## config.mk

```make
export PLATFORM = sky130hd
export DESIGN_NAME = exec_sequencer_flat
export DESIGN_NICKNAME = d
export VERILOG_FILES = /design/src/rtl/exec_sequencer_if.sv /design/src/rtl/exec_sequencer.sv /design/src/flat_wrapper.sv
export SDC_FILE = /design/constraint.sdc
export NUM_CORES = 1
export LEC_CHECK = 0
export CAP_MARGIN = 30
export CELL_PAD_IN_SITES_DETAIL_PLACEMENT = 0
export CELL_PAD_IN_SITES_GLOBAL_PLACEMENT = 1
export CORE_ASPECT_RATIO = 0.75
export CORE_UTILIZATION = 35
export DETAILED_ROUTE_END_ITERATION = 8
export GPL_ROUTABILITY_DRIVEN = 0
export PLACE_DENSITY_LB_ADDON = 0.1
export SLEW_MARGIN = 20
export SYNTH_ARGS = -nofsm -noshare
export SYNTH_HDL_FRONTEND = slang
export SYNTH_SLANG_ARGS = --single-unit
```

## constraint.sdc

```tcl
create_clock -name clk -period 3.25 [get_ports clk]
set_clock_uncertainty 0.1 [all_clocks]
set_input_delay 0.65 -clock clk [delete_from_list [all_inputs] [get_ports clk]]
set_output_delay 0.65 -clock clk [all_outputs]
set_load 0.02 [all_outputs]
```

## src/rtl/exec_sequencer_if.sv

```systemverilog
// Fetch/unit-facing bundle of the execute-stage sequencer.
// slave: the sequencer itself; master: fetch, execution units and stall source.
interface exec_sequencer_if;
    logic        instruction_valid;
    logic [31:0] instruction;
    logic        instruction_ready;
    logic [31:0] current_instruction;
    logic        alu_imm_enable_n;
    logic        alu_reg_enable_n;
    logic        branch_enable_n;
    logic        stall;
    logic        register_write_n;
    logic        pc_advance;
    logic        trap;
    logic        trap_clear;

    modport slave (
        input  instruction_valid, instruction, stall, trap_clear,
        output instruction_ready, current_instruction,
               alu_imm_enable_n, alu_reg_enable_n, branch_enable_n,
               register_write_n, pc_advance, trap
    );

    modport master (
        output instruction_valid, instruction, stall, trap_clear,
        input  instruction_ready, current_instruction,
               alu_imm_enable_n, alu_reg_enable_n, branch_enable_n,
               register_write_n, pc_advance, trap
    );
endinterface

```

## src/rtl/exec_sequencer.sv

```systemverilog
// Execute-stage control FSM: decodes the major opcode, enables exactly one
// execution unit, and times the register-file write and PC-advance strobes.
module exec_sequencer #(
    parameter int unsigned EXEC_CYCLES = 1   // legal range 1..15
) (
    input  logic clk,
    input  logic reset_n,
    exec_sequencer_if.slave seq_if
);
    typedef enum logic [2:0] {
        S_IDLE, S_DECODE, S_EXECUTE, S_WRITEBACK, S_TRAP
    } state_t;

    typedef enum logic [1:0] {
        U_NONE, U_IMM, U_REG, U_BR
    } unit_t;

    localparam logic [3:0] CNT_LOAD = 4'(EXEC_CYCLES - 1);

    state_t      state_q, state_d;
    unit_t       unit_q, unit_d, dec_unit;
    logic [3:0]  cnt_q, cnt_d;
    logic [31:0] instr_q, instr_d;
    logic        wb_held_q, wb_held_d;

    always_ff @(posedge clk or negedge reset_n) begin
        if (!reset_n) begin
            state_q   <= S_IDLE;
            unit_q    <= U_NONE;
            cnt_q     <= 4'd0;
            instr_q   <= 32'd0;
            wb_held_q <= 1'b0;
        end else begin
            state_q   <= state_d;
            unit_q    <= unit_d;
            cnt_q     <= cnt_d;
            instr_q   <= instr_d;
            wb_held_q <= wb_held_d;
        end
    end

    always_comb begin
        unit_t dec;
        dec = U_NONE;
        unique case (instr_q[6:0])
            7'b0010011: dec = U_IMM;
            7'b0110011: dec = U_REG;
            7'b1100011: dec = U_BR;
            default:    dec = U_NONE;
        endcase
        dec_unit = dec;
    end

    always_comb begin
        state_d   = state_q;
        unit_d    = unit_q;
        cnt_d     = cnt_q;
        instr_d   = instr_q;
        wb_held_d = wb_held_q;
        case (state_q)
            S_IDLE: begin
                if (seq_if.instruction_valid) begin
                    instr_d = seq_if.instruction;
                    state_d = S_DECODE;
                end
            end
            S_DECODE: begin
                unit_d = dec_unit;
                if (dec_unit == U_NONE) begin
                    state_d = S_TRAP;
                end else begin
                    state_d = S_EXECUTE;
                    cnt_d   = CNT_LOAD;
                end
            end
            S_EXECUTE: begin
                if (!seq_if.stall) begin
                    if (cnt_q == 4'd0) begin
                        state_d   = S_WRITEBACK;
                        wb_held_d = 1'b0;
                    end else begin
                        cnt_d = cnt_q - 4'd1;
                    end
                end
            end
            S_WRITEBACK: begin
                // Strobes fire on WRITEBACK entry only; a stalled writeback
                // keeps them low so the retire is never reported twice.
                if (seq_if.stall) begin
                    wb_held_d = 1'b1;
                end else begin
                    state_d   = S_IDLE;
                    unit_d    = U_NONE;
                    wb_held_d = 1'b0;
                end
            end
            S_TRAP: begin
                if (seq_if.trap_clear) state_d = S_IDLE;
            end
            default: state_d = S_IDLE;
        endcase
    end

    // Outputs are pure decodes of registered state: no input-to-output path.
    logic unit_active, wb_strobe;
    assign unit_active = (state_q == S_EXECUTE) || (state_q == S_WRITEBACK);
    assign wb_strobe   = (state_q == S_WRITEBACK) && !wb_held_q;

    assign seq_if.instruction_ready   = (state_q == S_IDLE);
    assign seq_if.current_instruction = instr_q;
    assign seq_if.alu_imm_enable_n    = !(unit_active && unit_q == U_IMM);
    assign seq_if.alu_reg_enable_n    = !(unit_active && unit_q == U_REG);
    assign seq_if.branch_enable_n     = !(unit_active && unit_q == U_BR);
    assign seq_if.register_write_n    = !(wb_strobe && (unit_q == U_IMM || unit_q == U_REG)
                                          && instr_q[11:7] != 5'd0);
    assign seq_if.pc_advance          = wb_strobe;
    assign seq_if.trap                = (state_q == S_TRAP);
endmodule

```

## src/flat_wrapper.sv

```systemverilog
// flat-port wrapper written by rule: the top's interface ports become plain ports
module exec_sequencer_flat 
#(
    parameter int unsigned EXEC_CYCLES = 1                       
)
  (clk, reset_n, seq_if_instruction_valid, seq_if_instruction, seq_if_stall, seq_if_trap_clear, seq_if_instruction_ready, seq_if_current_instruction, seq_if_alu_imm_enable_n, seq_if_alu_reg_enable_n, seq_if_branch_enable_n, seq_if_register_write_n, seq_if_pc_advance, seq_if_trap);
  exec_sequencer_if seq_if_i ();
  input  logic clk;
  input  logic reset_n;
  input wire logic [$bits(seq_if_i.instruction_valid)-1:0] seq_if_instruction_valid;
  input wire logic [$bits(seq_if_i.instruction)-1:0] seq_if_instruction;
  input wire logic [$bits(seq_if_i.stall)-1:0] seq_if_stall;
  input wire logic [$bits(seq_if_i.trap_clear)-1:0] seq_if_trap_clear;
  output wire logic [$bits(seq_if_i.instruction_ready)-1:0] seq_if_instruction_ready;
  output wire logic [$bits(seq_if_i.current_instruction)-1:0] seq_if_current_instruction;
  output wire logic [$bits(seq_if_i.alu_imm_enable_n)-1:0] seq_if_alu_imm_enable_n;
  output wire logic [$bits(seq_if_i.alu_reg_enable_n)-1:0] seq_if_alu_reg_enable_n;
  output wire logic [$bits(seq_if_i.branch_enable_n)-1:0] seq_if_branch_enable_n;
  output wire logic [$bits(seq_if_i.register_write_n)-1:0] seq_if_register_write_n;
  output wire logic [$bits(seq_if_i.pc_advance)-1:0] seq_if_pc_advance;
  output wire logic [$bits(seq_if_i.trap)-1:0] seq_if_trap;
  assign seq_if_i.instruction_valid = seq_if_instruction_valid;
  assign seq_if_i.instruction = seq_if_instruction;
  assign seq_if_i.stall = seq_if_stall;
  assign seq_if_i.trap_clear = seq_if_trap_clear;
  assign seq_if_instruction_ready = seq_if_i.instruction_ready;
  assign seq_if_current_instruction = seq_if_i.current_instruction;
  assign seq_if_alu_imm_enable_n = seq_if_i.alu_imm_enable_n;
  assign seq_if_alu_reg_enable_n = seq_if_i.alu_reg_enable_n;
  assign seq_if_branch_enable_n = seq_if_i.branch_enable_n;
  assign seq_if_register_write_n = seq_if_i.register_write_n;
  assign seq_if_pc_advance = seq_if_i.pc_advance;
  assign seq_if_trap = seq_if_i.trap;
  exec_sequencer #(.EXEC_CYCLES(EXEC_CYCLES)) u_core (.clk(clk), .reset_n(reset_n), .seq_if(seq_if_i));
endmodule
```

==> results_dict.tcl <==
set metrics [dict create \
    coreArea_um2 5037 \
    ys_seq_area_share_pct 55.67 \
    row_count 22 \
    path_delay_family "buffers and inverters" \
    netlist-cell-type-count 39 \
    n_antenna_cell 0 \
    wirelength_um 4329 \
    synth.net_count 187 \
    dr_wl_met3_um 295 \
    arrival_ns 2.05 \
    cellPowerDensity_nw_per_um2 883.3 \
    globalRouteOverflowTotal 0 \
    dr.pass1.iters 4 \
    wl_met1_um 1986 \
    nets 265 \
    num_vias 1435 \
    clockBufferDepth 2 \
    cts_htree_levels 2 \
    io_buffers 75 \
    outcome "finished clean" \
    fp.dieH_um 65.61 \
    drc 0 \
    ys_warn_count 0 \
    min_path_type "in2async" \
    crit_chain "or4_1 -> o211ai_1 -> clkdlybuf4s50_1" \
    ctsResizeCount 0 \
    io_pins 76 \
    setup_viol 0 \
    final_common_cell "clkdlybuf4s50_1" \
    ant_nets 0 \
    drv_cap 0 \
    clk_pin_slew_worst_paths_ns 0.08 \
    die_x_um 86.81 \
    post_cts_buffers 0 \
    critPathKind "reg2out" \
    clock_latency_ns 0.30 \
    syn_to_final_growth_pct 48.77 \
    synth_edf_count 0 \
    vias_per_cell 4.832 \
    fillers 430 \
    root_buffer "clkbuf_8" \
    final_cell_mix "74 x clkdlybuf4s50_1, 42 x dfrtp_1, 29 x mux2_2, 8 x inv_1, 7 x nand2_1" \
    avgRoutedWirePerCell_um 14.58 \
    maxSlewHeadroom_pct 60.00 \
    cts_hold_buffers 0 \
    grt_pass1_wl_um 6975 \
    worst-path-buf-inv 1 \
    tightestPinTransition_ns 0.5989 \
    initial_utilization_pct 37.48 \
    die_area_um2 5695 \
    finalCriticalPeriod_ns 2.799 \
    multi_input_area_um2 759.5 \
    slew_viol_final 0 \
    worst_ir_drop_vdd_mv 0.4854 \
    cts_buffers 5 \
    crit_path_top_delay_cell "clkdlybuf4s50_1" \
    critPathRequiredTime_ns 2.50 \
    setup.worst_path.end_class "output pin" \
    cts_tree "built" \
    drive_above_1_share_pct 19.56 \
    synth_area_um2 1888 \
    syn_area_per_cell_um2 12.93 \
    fin_crit_sh_pct 86.12 \
    path_max_fanout 3 \
    critPathLaunchType "register" \
    grt_pass1_vias 1458 \
    final_hold_viol_count 0 \
    grt_max_degree 43 \
    cts_sinks 42 \
    drtIter0Drc 71 \
    rsz0062_at_grt "false" \
    p_leak_nw 1.137 \
    synthCells 146 \
    top_layer_used "met4" \
    dp_hpwl_um 3220 \
    fin_tns_setup_ns 0 \
    synthArstFlopShare_pct 100.0 \
    regArea_um2 1051 \
    fmax_ghz 0.3573 \
    synth_top_flop_cell "dfrtp_1" \
    slowest_delay_ns 0.63 \
    track_usage_pct 16.61 \
    antenna_found_initial 0 \
    ys_ff_latch 42 \
    dr_wl_met2_um 1953 \
    fin_util_pct 55.76 \
]
-- where the power goes --
part,switching (W),internal (W)
Combinational,0.000568,0.000660
Clock,0.000187,0.000151
Sequential,0.000166,0.000749
-- final cells by class --
| cell class | count | share of cell area, % |
|---|---|---|
| clock buffer | 5 | 2.450 |
| clock inverter | 3 | 0.7572 |
| inverter | 8 | 1.069 |
| multi-input combinational | 89 | 27.04 |
| sequential | 42 | 37.42 |
| tap | 72 | 3.207 |
| timing repair buffer | 78 | 28.06 |
-- sequential cells by signal (all words and copies together) (netlist names) --
signal	count
u_core.cnt_q	4
u_core.unit_q	2
u_core.seq_if.current_instruction	32
u_core.wb_held_q	1
u_core.state_q	3
-- metrics by stage --
stage | total power, W | hold slack, ns | cells | area [µm²] | setup WS (ns)
floorplan | 0.001576 | 0.2544 | 146 | 1888 | 0.8865
global placement | 0.002131 | 0.3784 | 288 | 2691 | 0.7938
detailed placement | 0.002157 | 0.3955 | 288 | 2691 | 0.7697
CTS | 0.002504 | 0.4158 | 296 | 2781 | 0.4315
global route | 0.002633 | 0.2375 | 297 | 2809 | 0.3697
finish | 0.002481 | 0.2110 | 297 | 2809 | 0.4510
-- worst paths after layout --
| check | from | endpoint | slack [ns] | cells past startpoint |
|---|---|---|---|---|
| setup / recovery | u_core.seq_if.current_instruction[7] | seq_if_register_write_n | 0.45 | 3 |
| hold / removal | reset_n | u_core.seq_if.current_instruction[28] | 0.21 | 1 |
| setup reg to reg | u_core.state_q[1] | u_core.seq_if.current_instruction[27] | 1.38 | 4 |
| hold reg to reg | u_core.seq_if.current_instruction[24] | u_core.seq_if.current_instruction[24] | 0.41 | 1 |
| max in group asynchronous | reset_n | u_core.cnt_q[3] | 2.35 | 2 |
| min in group clk | u_core.seq_if.current_instruction[24] | u_core.seq_if.current_instruction[24] | 0.41 | 1 |
-- routing by layer --
metal / up-vias / global-route usage (%)
met5: - / 0
met4: 0 / 7.083
met3: 11 / 6.030
met2: 49 / 24.11
met1: 694 / 22.28
li1: 681 / -
-- cell usage after synthesis (2+ instances only) --
master,n,share of area (%)
buf_2,2,0.53
o22ai_1,2,0.66
o21ai_0,4,1.1
nor3_1,5,1.3
a21oi_1,4,1.1
buf_4,3,1.2
mux2_1,3,1.8
mux2_2,29,17
nand2_1,7,1.4
nand2b_1,5,1.7
dfrtp_1,42,56
ha_1,4,2.7
nor3b_1,3,1.2
inv_1,8,1.6
-- worst register-to-register path: cells and delay by family (launching register included) --
kind | cells | cell delay (ns)
DFF | 1 | 0.52
muxes | 1 | 0.38
and+or+nand+nor | 2 | 0.47
buffers and inverters | 1 | 0.29
-- kinds of logic (layout without fill, tap and decap cells) --
family          count (synthesis)  in the layout  synth area share [%]
buf+inv                        15             94                 4.108
fa+ha+maj                       4              4                 2.651
xor+xnor                        2              2                0.9279
compound gates                 22             22                 8.350
mux                            32             32                 19.09
flops                          42             42                 55.67
simple gates                   29             29                 9.212
Power figures use the tool's default switching activity.
